[config.mk]
export PLATFORM = sky130hd
export DESIGN_NAME = program_loader_flat
export DESIGN_NICKNAME = d
export VERILOG_FILES = /design/src/rtl/program_loader_if.sv /design/src/rtl/program_loader.sv /design/src/flat_wrapper.sv
export SDC_FILE = /design/constraint.sdc
export NUM_CORES = 1
export LEC_CHECK = 0
export BUFFER_PORTS_ARGS = -buffer_cell sky130_fd_sc_hd__buf_2
export CORE_MARGIN = 1.5
export CORE_UTILIZATION = 40
export DETAILED_ROUTE_END_ITERATION = 8
export PLACE_DENSITY = 0.58
export SYNTH_ARGS = -nofsm -noshare
export SYNTH_HDL_FRONTEND = slang
export SYNTH_SLANG_ARGS = --single-unit
[constraint.sdc]
create_clock -name clk -period 3.2 [get_ports clk]
set_input_delay 0 -clock clk [delete_from_list [all_inputs] [get_ports clk]]
set_output_delay 0 -clock clk [all_outputs]
set_load 0.03 [all_outputs]
[src/rtl/program_loader_if.sv]
// Byte-stream input and instruction-memory write port of the boot program loader.
interface program_loader_if;
    logic [7:0]  rx_data;
    logic        rx_valid;
    logic        rx_ready;
    logic        imem_write_en;
    logic [31:0] imem_address;
    logic [31:0] imem_write_data;

    // master: byte source and memory sink; slave: the loader itself
    modport master (
        output rx_data, rx_valid,
        input  rx_ready, imem_write_en, imem_address, imem_write_data
    );
    modport slave (
        input  rx_data, rx_valid,
        output rx_ready, imem_write_en, imem_address, imem_write_data
    );
endinterface

[src/rtl/program_loader.sv]
// Boot program loader: little-endian word-count + payload byte stream into imem writes.
// Optional trailing XOR checksum byte enabled by PROGRAM_LOADER_CHECKSUM_EN.
module program_loader #(
    parameter int          DEPTH     = 256,
    parameter logic [31:0] BASE_ADDR = 32'h0000_0000
) (
    input  logic              clk,
    input  logic              reset,
    program_loader_if.slave   bus,
    output logic              core_reset,
    output logic              done,
    output logic              error
);
    localparam int          IDX_W   = $clog2(DEPTH) + 1;
    localparam logic [31:0] DEPTH_W = 32'(DEPTH);

    typedef enum logic [2:0] {
        S_COUNT,
        S_DATA,
`ifdef PROGRAM_LOADER_CHECKSUM_EN
        S_CSUM,
`endif
        S_DONE,
        S_ERROR
    } state_t;

    // State reached once the payload (or an empty count) is complete
`ifdef PROGRAM_LOADER_CHECKSUM_EN
    localparam state_t S_TAIL = S_CSUM;
`else
    localparam state_t S_TAIL = S_DONE;
`endif

    state_t           state, state_nxt;
    logic [1:0]       byte_cnt;
    logic [23:0]      shift;
    logic [31:0]      count;
    logic [IDX_W-1:0] idx;
    logic             accept;
    logic             word_end;
    logic             last_word;
    logic [31:0]      word_full;
    logic             loading_nxt;
`ifdef PROGRAM_LOADER_CHECKSUM_EN
    logic [7:0]       csum;
`endif

    assign accept    = bus.rx_valid && bus.rx_ready;
    assign word_full = {bus.rx_data, shift};
    assign word_end  = accept && (byte_cnt == 2'd3);
    assign last_word = (32'(idx) + 32'd1) == count;

    always_ff @(posedge clk) begin
        if (reset) state <= S_COUNT;
        else       state <= state_nxt;
    end

    always_comb begin
        state_nxt = state;
        case (state)
            S_COUNT: begin
                if (word_end) begin
                    if (word_full > DEPTH_W)   state_nxt = S_ERROR;
                    else if (word_full == '0)  state_nxt = S_TAIL;
                    else                       state_nxt = S_DATA;
                end
            end
            S_DATA: begin
                if (word_end && last_word) state_nxt = S_TAIL;
            end
`ifdef PROGRAM_LOADER_CHECKSUM_EN
            S_CSUM: begin
                if (accept) state_nxt = (bus.rx_data == csum) ? S_DONE : S_ERROR;
            end
`endif
            default: state_nxt = state;
        endcase
    end

    assign loading_nxt = (state_nxt != S_DONE) && (state_nxt != S_ERROR);

    always_ff @(posedge clk) begin
        if (reset) begin
            byte_cnt            <= 2'd0;
            shift               <= '0;
            count               <= '0;
            idx                 <= '0;
            bus.rx_ready        <= 1'b0;
            bus.imem_write_en   <= 1'b0;
            bus.imem_address    <= BASE_ADDR;
            bus.imem_write_data <= '0;
            core_reset          <= 1'b1;
            done                <= 1'b0;
            error               <= 1'b0;
        end else begin
            bus.imem_write_en <= 1'b0;
            bus.rx_ready      <= loading_nxt;
            done              <= (state_nxt == S_DONE);
            error             <= (state_nxt == S_ERROR);
            core_reset        <= (state_nxt != S_DONE);

            if (accept && (state == S_COUNT || state == S_DATA)) begin
                byte_cnt <= byte_cnt + 2'd1;
                shift    <= word_full[31:8];
            end
            if (word_end && state == S_COUNT) count <= word_full;
            if (word_end && state == S_DATA) begin
                bus.imem_write_en   <= 1'b1;
                bus.imem_address    <= BASE_ADDR + (32'(idx) << 2);
                bus.imem_write_data <= word_full;
                idx                 <= idx + 1'b1;
            end
        end
    end

`ifdef PROGRAM_LOADER_CHECKSUM_EN
    // Running XOR over payload bytes only; count bytes are excluded
    always_ff @(posedge clk) begin
        if (reset)                         csum <= 8'h00;
        else if (accept && state == S_DATA) csum <= csum ^ bus.rx_data;
    end
`endif
endmodule

[src/flat_wrapper.sv]
// flat-port wrapper written by rule: the top's interface ports become plain ports
module program_loader_flat 
#(
    parameter int          DEPTH     = 256,
    parameter logic [31:0] BASE_ADDR = 32'h0000_0000
)
  (clk, reset, core_reset, done, error, bus_rx_data, bus_rx_valid, bus_rx_ready, bus_imem_write_en, bus_imem_address, bus_imem_write_data);
  program_loader_if bus_i ();
  input  logic clk;
  input  logic reset;
  output logic core_reset;
  output logic done;
  output logic error;
  input wire logic [$bits(bus_i.rx_data)-1:0] bus_rx_data;
  input wire logic [$bits(bus_i.rx_valid)-1:0] bus_rx_valid;
  output wire logic [$bits(bus_i.rx_ready)-1:0] bus_rx_ready;
  output wire logic [$bits(bus_i.imem_write_en)-1:0] bus_imem_write_en;
  output wire logic [$bits(bus_i.imem_address)-1:0] bus_imem_address;
  output wire logic [$bits(bus_i.imem_write_data)-1:0] bus_imem_write_data;
  assign bus_i.rx_data = bus_rx_data;
  assign bus_i.rx_valid = bus_rx_valid;
  assign bus_rx_ready = bus_i.rx_ready;
  assign bus_imem_write_en = bus_i.imem_write_en;
  assign bus_imem_address = bus_i.imem_address;
  assign bus_imem_write_data = bus_i.imem_write_data;
  program_loader #(.DEPTH(DEPTH), .BASE_ADDR(BASE_ADDR)) u_core (.clk(clk), .reset(reset), .bus(bus_i), .core_reset(core_reset), .done(done), .error(error));
endmodule
==> run_results.csv, run 1 <==
group,metric,value,unit
place,place_worst_setup_slack,335,ps
worst_setup_path,rr_startpoint,"u_core.idx[2]$_SDFFE_PP0P_",
clock_network,cts_root_buf,"clkbuf_16",
yosys,synthTopCellsByCount,"nand2_1 (206), dfxtp_1 (116), a21oi_1 (105), clkbuf_1 (35), buf_4 (27)",
yosys,synth_area_leaders,"dfxtp_1 (49%), nand2_1 (16%), a21oi_1 (11%)",
route,via_per_inst,4.99,
clock_network,cts_buffers,17,
route,dr.pass1.iters,7,
floorplan,initial_core_util,0.412,
timing,finalSetupViolCount,0,
floorplan,core_area,11500,um^2
worst_setup_path,critical_path_required,3470,ps
power_and_ir_drop,p_sw,0.803,mW
yosys,yosys.area.top_type,"dfxtp_1",
global_route,grt_start_max_net_pins,117,
worst_setup_path,cp.arrival,3180,ps
yosys,synth-main-ff-cell,"dfxtp_1",
timing,setup_ws,291,ps
yosys,netlist_area,4750,um^2
global_route,antenna_found_initial,0,
route,avgRoutedWirePerCell,14.0,um
cells_and_area,num_antenna_cells,0,
timing,skew,12.4,ps
worst_setup_path,reg2reg_to,"u_core.core_reset$_SDFF_PP1_",
clock_network,clk_latency,410,ps
worst_hold_path,hold-path-cell-count,2,
yosys,syn_inst,603,
place,dp_hpwl,7250,um
yosys,ys_warn_count,0,
yosys,synth_top_area_share,0.489,
power_and_ir_drop,pwr_density_cell,633,nW/um^2
timing,rsz0062_at_grt,"no",
yosys,ys_seq_elements,116,
floorplan,die-width,112,um
clock_network,cts_resized,0,
power_and_ir_drop,power.clock.fraction,0.562,
timing,drv_slew,0,
cells_and_area,fillers,1156,
cells_and_area,drive_gt1_frac,0.155,
run_status,status,"complete, but fails checks",
yosys,synthArstFlopShare,0,
worst_hold_path,hold_class,"input pin to flop",
clock_network,cts_tree,"done",
global_route,grt_overflow,0,
cells_and_area,final_nets,663,
clock_network,h-tree-depth,4,
power_and_ir_drop,power.leakage,2.15,nW
timing,setup_tns,0,ps
floorplan,num_rows,39,
yosys,synth_edf_count,0,
route,vias,4024,
global_route,grt_pass1_wl,18700,um
timing,worst_pin_slew,1190,ps
route,drt_wl_total,11300,um
power_and_ir_drop,p_comb_frac,0.031,
clock_network,clock-sinks,116,
power_and_ir_drop,seq_power_share,0.406,
run_status,violations,"design-rule violations",
worst_setup_path,path_class,"flop to flop",
floorplan,ios,80,
power_and_ir_drop,internal_power,2.81,mW
timing,period_share,0.909,
worst_setup_path,startpoint_type,"flop",
flow_run,cap_viol_max_count,0,
clock_network,path_clk_slew,50,ps
yosys,ys_seq_area_frac,0.489,
timing,max_freq,0.344,GHz
place,port-buffer-count,56,
floorplan,die_area,12500,um^2
clock_network,post_cts.repair.setup_buffers,0,
yosys,synth.most_common_cell,"nand2_1",
worst_setup_path,rrSetupSlack,290,ps
global_route,grt_use_total,0.187,
worst_setup_path,r2r_cells,7,
worst_hold_path,min_to,"u_core.byte_cnt[0]$_SDFFE_PP0P_",
place,routabilityCongestion,0.741,
power_and_ir_drop,irDropWorstVdd,0.316,mV
route,drc,10,
worst_setup_path,endpoint_kind,"flop",
timing,finalCriticalPeriod,2910,ps
worst_setup_path,cp_max_fo,11,
route,ant_nets,0,
cells_and_area,synthToLayoutAreaGrowth,20.2,%
yosys,yosys.cell_types.count,42,
clock_network,cts_max_path_buffers,2,
yosys,syn_area_per_cell,7.87,um^2
timing,max_slew_margin,0.209,
power_and_ir_drop,p_sw_frac,0.222,
global_route,first_global_vias,3692,
worst_hold_path,min_from,"reset",
clock_network,hold_buffers,8,
timing,hold_viol,0,
floorplan,die_h,112,um
route,drt-initial-drc-count,237,
cells_and_area,postLayoutCoreUtil,0.496,
-- worst max-delay path by stage --
stage / end / start
floorplan: u_core.core_reset$_SDFF_PP1_ / u_core.idx[0]$_SDFFE_PP0P_
global placement: u_core.core_reset$_SDFF_PP1_ / u_core.idx[2]$_SDFFE_PP0P_
detailed placement: u_core.core_reset$_SDFF_PP1_ / u_core.idx[2]$_SDFFE_PP0P_
CTS: u_core.core_reset$_SDFF_PP1_ / u_core.idx[2]$_SDFFE_PP0P_
global route: u_core.core_reset$_SDFF_PP1_ / u_core.idx[2]$_SDFFE_PP0P_
finish: u_core.core_reset$_SDFF_PP1_ / u_core.idx[2]$_SDFFE_PP0P_
-- power groups by stage --
| stage | clock network, mW | logic, mW | registers, mW |
|---|---|---|---|
| 6_report | 2.03 | 0.114 | 1.47 |
| 5_1_grt | 2.14 | 0.124 | 1.47 |
| 4_1_cts | 2.08 | 0.114 | 1.47 |
| 3_5_place_dp | 0 | 0.107 | 1.50 |
| 3_3_place_gp | 0 | 0.106 | 1.50 |
| 2_1_floorplan | 0 | 0.103 | 1.49 |
-- cells in the final DEF (no fill, tap or decap), types with 2 or more instances in the layout --
master           n
nand2_1        206
dfxtp_1        116
a21oi_1        105
buf_2           55
conb_1          23
nor2_1          21
clkbuf_16       17
nor4_1          14
xnor2_1          9
nor3_1           8
xor2_1           8
dlygate4sd3_1    8
buf_4            7
nand3_1          6
nand4_1          4
o21ai_0          4
bufinv_16        4
inv_6            4
nand3b_1         3
nand2b_1         3
nor2b_1          3
clkinvlp_4       3
nor4_2           2
or3_1            2
o22ai_1          2
nor4b_1          2
ha_1             2
clkinv_4         2
-- per-stage QoR --
| step | std cells | hold WS [ps] | total power, mW | instance area (um^2) |
|---|---|---|---|---|
| finish | 806 | 229 | 3.61 | 5710 |
| global route | 806 | 314 | 3.73 | 5710 |
| CTS | 806 | 277 | 3.66 | 5710 |
| detailed placement | 766 | 292 | 1.61 | 4990 |
| global placement | 766 | 283 | 1.60 | 4990 |
| floorplan | 625 | 136 | 1.60 | 4830 |
-- state kept, by name (all words and copies together) (netlist names) --
signal                      count
u_core.idx                      9
u_core.bus.imem_address         9
u_core.state                    3
u_core.bus.imem_write_data     32
u_core.shift                   24
u_core.core_reset               1
u_core.bus.imem_write_en        1
u_core.count                   32
u_core.bus.rx_ready             1
u_core.byte_cnt                 2
u_core.error                    1
u_core.done                     1
-- cell families after synthesis --
family | count (synthesis) | synth area share
simple gates | 283 | 0.262
xor+xnor | 18 | 0.0348
other cells | 1 | 0.000790
flops | 116 | 0.489
fa+ha+maj | 2 | 0.00527
buf+inv | 64 | 0.0738
mux | 1 | 0.00237
compound gates | 118 | 0.132
-- layer usage --
metal  track usage  up-vias  share of wire
li1              -     2050              -
met1         0.238     1899           0.45
met2         0.309       70           0.51
met3        0.0555        5          0.039
met4        0.0557        0         0.0082
met5             0        -              0
-- worst max-delay path: stages (launching register included) --
cell	delay [ps]
dfxtp_1	510
nand3_2	280
nor2_1	260
nor4bb_1	370
o31ai_1	180
or4_4	550
a21oi_4	190
or4b_1	450
-- cell type report --
cell class	count	area, um^2	share of cell area
flip-flops and latches	116	2320	0.407
multi-input cells	445	2160	0.378
clock buffers	18	439	0.0770
repair buffers	70	408	0.0715
clock inverters	14	200	0.0351
well taps	143	179	0.0314
Note: power is estimated with default switching activity, not from simulation.
==> run 2, diff against run 1 <==
--- a/config.mk
+++ b/config.mk
@@ -5,7 +5,7 @@
 export SDC_FILE = /design/constraint.sdc
 export NUM_CORES = 1
 export LEC_CHECK = 0
-export BUFFER_PORTS_ARGS = -buffer_cell sky130_fd_sc_hd__buf_2
+export BUFFER_PORTS_ARGS = -buffer_cell sky130_fd_sc_hd__buf_4
 export CORE_MARGIN = 1.5
 export CORE_UTILIZATION = 40
 export DETAILED_ROUTE_END_ITERATION = 8
==> run 2 against run 1 <==
Clock skew is 0.53 ps lower. Highest routed layer unchanged. Wire length is 1.4% lower. Via count is 0.47% higher. The flow still finishes with violations (design-rule violations). Sequential power hardly changed. Largest power group unchanged. Critical path depth stayed put.
==> run_results.csv, run 2 (synthesized netlist as in run 1, its figures left out) <==
group,metric,value,unit
clock_network,cts_resized,0,
global_route,grt_pass1_wl,18700,um
timing,period_share,0.856,
power_and_ir_drop,p_sw_frac,0.235,
floorplan,ios,80,
cells_and_area,final_nets,662,
worst_setup_path,cp_max_fo,11,
timing,hold_slack,288,ps
run_status,violations,"design-rule violations",
cells_and_area,largestRegisters,"u_core.bus.imem_write_data: 32 flops, u_core.count: 32 flops, u_core.shift: 24 flops",
place,dp_hpwl,7210,um
global_route,first_global_vias,3776,
route,avgRoutedWirePerCell,13.9,um
run_status,status,"complete, but fails checks",
clock_network,cts_buffers,17,
route,via_per_inst,5.02,
clock_network,clk_latency,410,ps
clock_network,cts_max_path_buffers,2,
worst_setup_path,rr_startpoint,"u_core.idx[2]$_SDFFE_PP0P_",
route,vias,4043,
global_route,grt_start_max_net_pins,117,
floorplan,core_area,11500,um^2
clock_network,hold_buffers,8,
cells_and_area,multiInputGateArea,2160,um^2
power_and_ir_drop,power.leakage,2.11,nW
floorplan,die-width,112,um
route,drc,10,
floorplan,die_h,112,um
worst_setup_path,startpoint_type,"flop",
place,dpl_cell_area,5120,um^2
worst_hold_path,hold_class,"input pin to flop",
timing,worst_pin_slew,1180,ps
timing,finalCriticalPeriod,2740,ps
clock_network,path_clk_slew,60,ps
timing,max_slew_margin,0.213,
timing,setup_tns,0,ps
worst_setup_path,cp-startpoint,"u_core.idx[2]$_SDFFE_PP0P_",
timing,skew,11.9,ps
worst_setup_path,critical_path_required,3480,ps
power_and_ir_drop,power.clock.fraction,0.516,
cells_and_area,seq_area,2320,um^2
power_and_ir_drop,p_sw,0.770,mW
power_and_ir_drop,internal_power,2.51,mW
power_and_ir_drop,pwr_density_cell,571,nW/um^2
power_and_ir_drop,p_comb_frac,0.036,
floorplan,num_rows,39,
worst_setup_path,cp.arrival,3020,ps
flow_run,cap_viol_max_count,0,
power_and_ir_drop,total_power,3.28,mW
clock_network,cts_tree,"done",
floorplan,initial_core_util,0.412,
timing,max_freq,0.365,GHz
cells_and_area,final_common_cell,"nand2_1",
clock_network,clock-sinks,116,
route,drt-initial-drc-count,228,
worst_setup_path,path_class,"flop to flop",
clock_network,post_cts.repair.setup_buffers,0,
timing,drv_slew,0,
cells_and_area,final_cell_area,5740,um^2
cells_and_area,final_cell_mix,"nand2_1 (206), dfxtp_1 (116), a21oi_1 (105)",
worst_hold_path,min_from,"reset",
cells_and_area,fin_cells,805,
place,routabilityCongestion,0.763,
timing,finalSetupViolCount,0,
route,drt_wl_total,11200,um
place,port-buffer-count,56,
route,ant_nets,0,
floorplan,die_area,12500,um^2
global_route,antenna_found_initial,0,
cells_and_area,num_antenna_cells,0,
route,dr.pass1.iters,6,
cells_and_area,fillers,1150,
timing,rsz0062_at_grt,"no",
cells_and_area,synthToLayoutAreaGrowth,20.8,%
timing,hold_viol,0,
worst_setup_path,endpoint_kind,"flop",
global_route,grt_use_total,0.189,
power_and_ir_drop,seq_power_share,0.448,
cells_and_area,drive_gt1_frac,0.153,
place,dp.cells,765,
global_route,grt_overflow,0,
clock_network,h-tree-depth,4,
clock_network,cts_root_buf,"clkbuf_16",
power_and_ir_drop,irDropWorstVdd,0.464,mV
## run 2: cell count changes in the layout (fill, tap and decap cells not counted)
cell,before,now
buf_2,55,0
buf_4,7,61
bufinv_16,4,0
clkinv_2,1,5
inv_6,4,2
clkbuf_1,0,1
clkbuf_8,1,2
clkinv_4,2,1
clkinvlp_4,3,4
## run 2: per-stage QoR
stage	utilization	worst slack (ps)
after CTS	0.498	448
after floorplan	-	729
after detailed placement	0.444	459
after global placement	0.444	532
final	0.498	462
after global routing	0.498	314
## run 2: power by group through the flow
stage | combinational, mW | clock, mW | sequential (mW)
2_1_floorplan | 0.103 | 0 | 1.49
6_report | 0.118 | 1.69 | 1.47
3_3_place_gp | 0.109 | 0 | 1.50
5_1_grt | 0.128 | 1.80 | 1.47
3_5_place_dp | 0.110 | 0 | 1.50
4_1_cts | 0.118 | 1.73 | 1.47
## run 2: layout make-up
type / count / area share
Clock buffer: 20 / 0.0796
Clock inverter: 12 / 0.0142
Multi-Input combinational cell: 445 / 0.376
Sequential cell: 116 / 0.405
Tap cell: 143 / 0.0312
Timing Repair Buffer: 69 / 0.0938
## run 2: routing by layer
metal | global-route usage | part of all wire
met5 | 0 | 0
met4 | 0.0768 | 0.011
met3 | 0.0474 | 0.048
met2 | 0.309 | 0.49
met1 | 0.240 | 0.45
## run 2: worst paths after layout
kind	cells past startpoint	to	slack, ps
setup / recovery	7	u_core.core_reset$_SDFF_PP1_	460
hold / removal	2	u_core.byte_cnt[0]$_SDFFE_PP0P_	290
hold reg to reg	2	u_core.bus.imem_write_data[6]$_SDFFE_PP0P_	450
setup reg to reg	7	u_core.core_reset$_SDFF_PP1_	460
## run 2: critical path, cell delays in order (launching register included)
cell and delay [ps]:
dfxtp_1 480, nand3_2 270, nor2_1 240, nor4bb_1 300, o31ai_1 160, or4_4 550, a21oi_4 180, or4b_1 430
==> run 3, diff against run 2 <==
--- a/config.mk
+++ b/config.mk
@@ -5,11 +5,12 @@
 export SDC_FILE = /design/constraint.sdc
 export NUM_CORES = 1
 export LEC_CHECK = 0
+export ABC_AREA = 1
 export BUFFER_PORTS_ARGS = -buffer_cell sky130_fd_sc_hd__buf_4
 export CORE_MARGIN = 1.5
-export CORE_UTILIZATION = 40
+export CORE_UTILIZATION = 56
 export DETAILED_ROUTE_END_ITERATION = 8
-export PLACE_DENSITY = 0.58
+export PLACE_DENSITY = 0.78
 export SYNTH_ARGS = -nofsm -noshare
 export SYNTH_HDL_FRONTEND = slang
 export SYNTH_SLANG_ARGS = --single-unit
==> constraint.sdc (replaced) <==
create_clock -name clk -period 3.2 [get_ports clk]
set_input_delay 0.16 -clock clk [delete_from_list [all_inputs] [get_ports clk]]
set_output_delay 0.16 -clock clk [all_outputs]
set_load 0.03 [all_outputs]
==> run 3 against run 2 <==
Total power is 13% higher. The run now ends clean. First-iteration DRC count is 48% higher. Cell area is 1.3% higher. Wire length is 0.73% lower. Synthesized cell count is 5.0% higher. Area after synthesis is 0.92% lower. Register-to-register slack better by 560 ps. Flip-flop and latch count stayed put. Sequential share of layout area is 0.52 points lower. Global-route usage is 7.4 points higher. Non-clock buffer count is 3 higher. Utilization is 21 points higher.
==> run_results.csv, run 3 <==
group,metric,value,unit
floorplan,die_h,94.7,um
yosys,yosys.area.top_type,"dfxtp_1",
route,avgRoutedWirePerCell,13.7,um
yosys,synth.most_common_cell,"nor2_1",
worst_setup_path,cp_cell_sequence,"nor2_2 -> inv_1 -> nor2_1 -> nand2_1 -> buf_4 -> inv_2 -> buf_4 -> nor2_1 -> nor2_1",
yosys,synth_top_area_share,0.494,
place,routabilityCongestion,0.859,
power_and_ir_drop,total_power,3.69,mW
yosys,ys_warn_count,0,
clock_network,hold_buffers,9,
worst_setup_path,cp.arrival,2620,ps
yosys,synthArstFlopShare,0,
worst_setup_path,critical_path_required,3650,ps
yosys,ys_seq_elements,116,
yosys,synth-main-ff-cell,"dfxtp_1",
cells_and_area,final_cell_mix,"nor2_1 (140), dfxtp_1 (116), o21ai_0 (105)",
global_route,first_global_vias,3908,
timing,finalSetupViolCount,0,
clock_network,clock-sinks,116,
yosys,synth_edf_count,0,
power_and_ir_drop,power.clock.fraction,0.541,
global_route,grt_overflow,0,
floorplan,initial_core_util,0.575,
floorplan,die_area,8960,um^2
cells_and_area,largestRegisters,"u_core.bus.imem_write_data: 32 flops, u_core.count: 32 flops, u_core.shift: 24 flops",
cells_and_area,final_nets,705,
yosys,syn_inst,633,
floorplan,num_rows,33,
timing,hold_viol,0,
cells_and_area,num_antenna_cells,0,
route,via_per_inst,5.25,
clock_network,path_clk_slew,60,ps
flow_run,cap_viol_max_count,0,
yosys,synthTopCellsByCount,"nor2_1 (140), dfxtp_1 (116), o21ai_0 (105), a21oi_1 (58), nand2_1 (56)",
power_and_ir_drop,p_sw,0.818,mW
worst_setup_path,cp_max_fo,56,
timing,setup_tns,0,ps
floorplan,core_area,8180,um^2
worst_setup_path,crit_top_cell,"nor2_1",
worst_setup_path,slowest_stage,"inv_2",
global_route,antenna_found_initial,0,
clock_network,clk_latency,520,ps
cells_and_area,fillers,657,
clock_network,cts_tree,"done",
timing,drv_slew,0,
timing,max_freq,0.459,GHz
route,dr.pass1.iters,5,
yosys,syn_area_per_cell,7.43,um^2
yosys,netlist_area,4700,um^2
timing,period_share,0.680,
cells_and_area,seq_area,2320,um^2
power_and_ir_drop,p_comb_frac,0.052,
clock_network,post_cts.repair.setup_buffers,0,
power_and_ir_drop,power.leakage,2.53,nW
clock_network,cts_root_buf,"clkbuf_8",
route,drt-initial-drc-count,338,
place,dp_hpwl,7320,um
global_route,grt_pass1_wl,18100,um
route,vias,4253,
global_route,grt_use_total,0.262,
global_route,grt_start_max_net_pins,57,
timing,max_slew_margin,0.484,
place,port-buffer-count,56,
clock_network,cts_resized,0,
floorplan,die-width,94.7,um
worst_hold_path,hold_class,"input pin to flop",
route,drc,0,
yosys,ys_seq_area_frac,0.494,
route,drt_wl_total,11100,um
run_status,status,"finished clean",
worst_setup_path,cp_slowest_stage_delay,580,ps
route,ant_nets,0,
yosys,yosys.cell_types.count,26,
floorplan,ios,80,
clock_network,h-tree-depth,4,
cells_and_area,final_common_cell,"nor2_1",
cells_and_area,multiInputGateArea,1980,um^2
cells_and_area,synthToLayoutAreaGrowth,23.5,%
timing,rsz0062_at_grt,"no",
worst_setup_path,startpoint_type,"flop",
power_and_ir_drop,p_sw_frac,0.222,
power_and_ir_drop,pwr_density_cell,635,nW/um^2
clock_network,cts_max_path_buffers,2,
timing,skew,13.4,ps
timing,worst_pin_slew,773,ps
power_and_ir_drop,seq_power_share,0.407,
timing,finalCriticalPeriod,2180,ps
worst_setup_path,path_class,"flop to flop",
power_and_ir_drop,internal_power,2.87,mW
cells_and_area,drive_gt1_frac,0.159,
worst_setup_path,endpoint_kind,"flop",
clock_network,cts_buffers,17,
yosys,synth_area_leaders,"dfxtp_1 (49%), nor2_1 (11%), o21ai_0 (11%)",
power_and_ir_drop,irDropWorstVdd,0.406,mV
==> run 3: cell types whose count changed after synthesis, sizes merged, moves of 15 or more <==
| cell | change |
|---|---|
| o21ai | +105 |
| nor2 | +125 |
| nor4 | -16 |
| clkbuf | -15 |
| nand2 | -144 |
| inv | +48 |
| a21oi | -48 |
==> run 3: critical path: cells and delay by family, from the launching register on <==
| family | cells | cell delay, ps |
|---|---|---|
| simple gates | 5 | 530 |
| flops | 1 | 310 |
| buf+inv | 4 | 1230 |
==> run 3: cell families (layout without fill, tap and decap cells) <==
kind of cell | after synthesis | after routing | share of synthesized area
buf+inv | 102 | 152 | 0.102
compound gates | 172 | 172 | 0.185
flops | 116 | 116 | 0.494
other cells | 1 | 23 | 0.000797
fa+ha+maj | 2 | 2 | 0.00532
simple gates | 240 | 240 | 0.213
==> run 3: final timing paths <==
path	slack, ps	cells past startpoint	to	startpoint
worst max register to register	1020	9	u_core.bus.imem_write_data[22]$_SDFFE_PP0P_	u_core.state[1]$_SDFF_PP0_
worst min register to register	460	2	u_core.count[29]$_SDFFE_PP0P_	u_core.count[29]$_SDFFE_PP0P_
worst min-delay path	310	5	u_core.shift[5]$_SDFFE_PP0P_	bus_rx_valid
worst max-delay path	1020	9	u_core.bus.imem_write_data[22]$_SDFFE_PP0P_	u_core.state[1]$_SDFF_PP0_
==> run 3: through the flow <==
step	instances	utilization	hold WS, ps	setup slack [ps]	area (um^2)
final	810	0.711	307	1020	5810
after global routing	810	0.711	326	776	5810
after CTS	810	0.711	286	1010	5810
after detailed placement	769	0.623	418	1030	5090
after global placement	769	0.623	414	1110	5090
after floorplan	655	-	295	1590	4790
==> run 3: power by group through the flow <==
| stage | logic (mW) | clock network [mW] | registers [mW] |
|---|---|---|---|
| 2_1_floorplan | 0.156 | 0 | 1.52 |
| 3_5_place_dp | 0.181 | 0 | 1.53 |
| 5_1_grt | 0.218 | 2.08 | 1.50 |
| 3_3_place_gp | 0.179 | 0 | 1.53 |
| 4_1_cts | 0.192 | 2.01 | 1.50 |
| 6_report | 0.194 | 1.99 | 1.50 |
==> run 3: layout make-up <==
cell class / count / share of cell area
Clock buffer: 19 / 0.0726
Clock inverter: 13 / 0.0357
Inverter: 48 / 0.0310
Multi-Input combinational cell: 437 / 0.342
Sequential cell: 116 / 0.400
Tap cell: 105 / 0.0226
Timing Repair Buffer: 72 / 0.0969
==> run 3: per-layer routing <==
| metal | routed length [um] | part of all wire | GRT usage | up-vias |
|---|---|---|---|---|
| li1 | - | - | - | 2133 |
| met1 | 4750 | 0.43 | 0.323 | 1955 |
| met2 | 5620 | 0.51 | 0.443 | 153 |
| met3 | 588 | 0.053 | 0.0676 | 12 |
| met4 | 125 | 0.011 | 0.0908 | 0 |
| met5 | 0 | 0 | 0 | - |
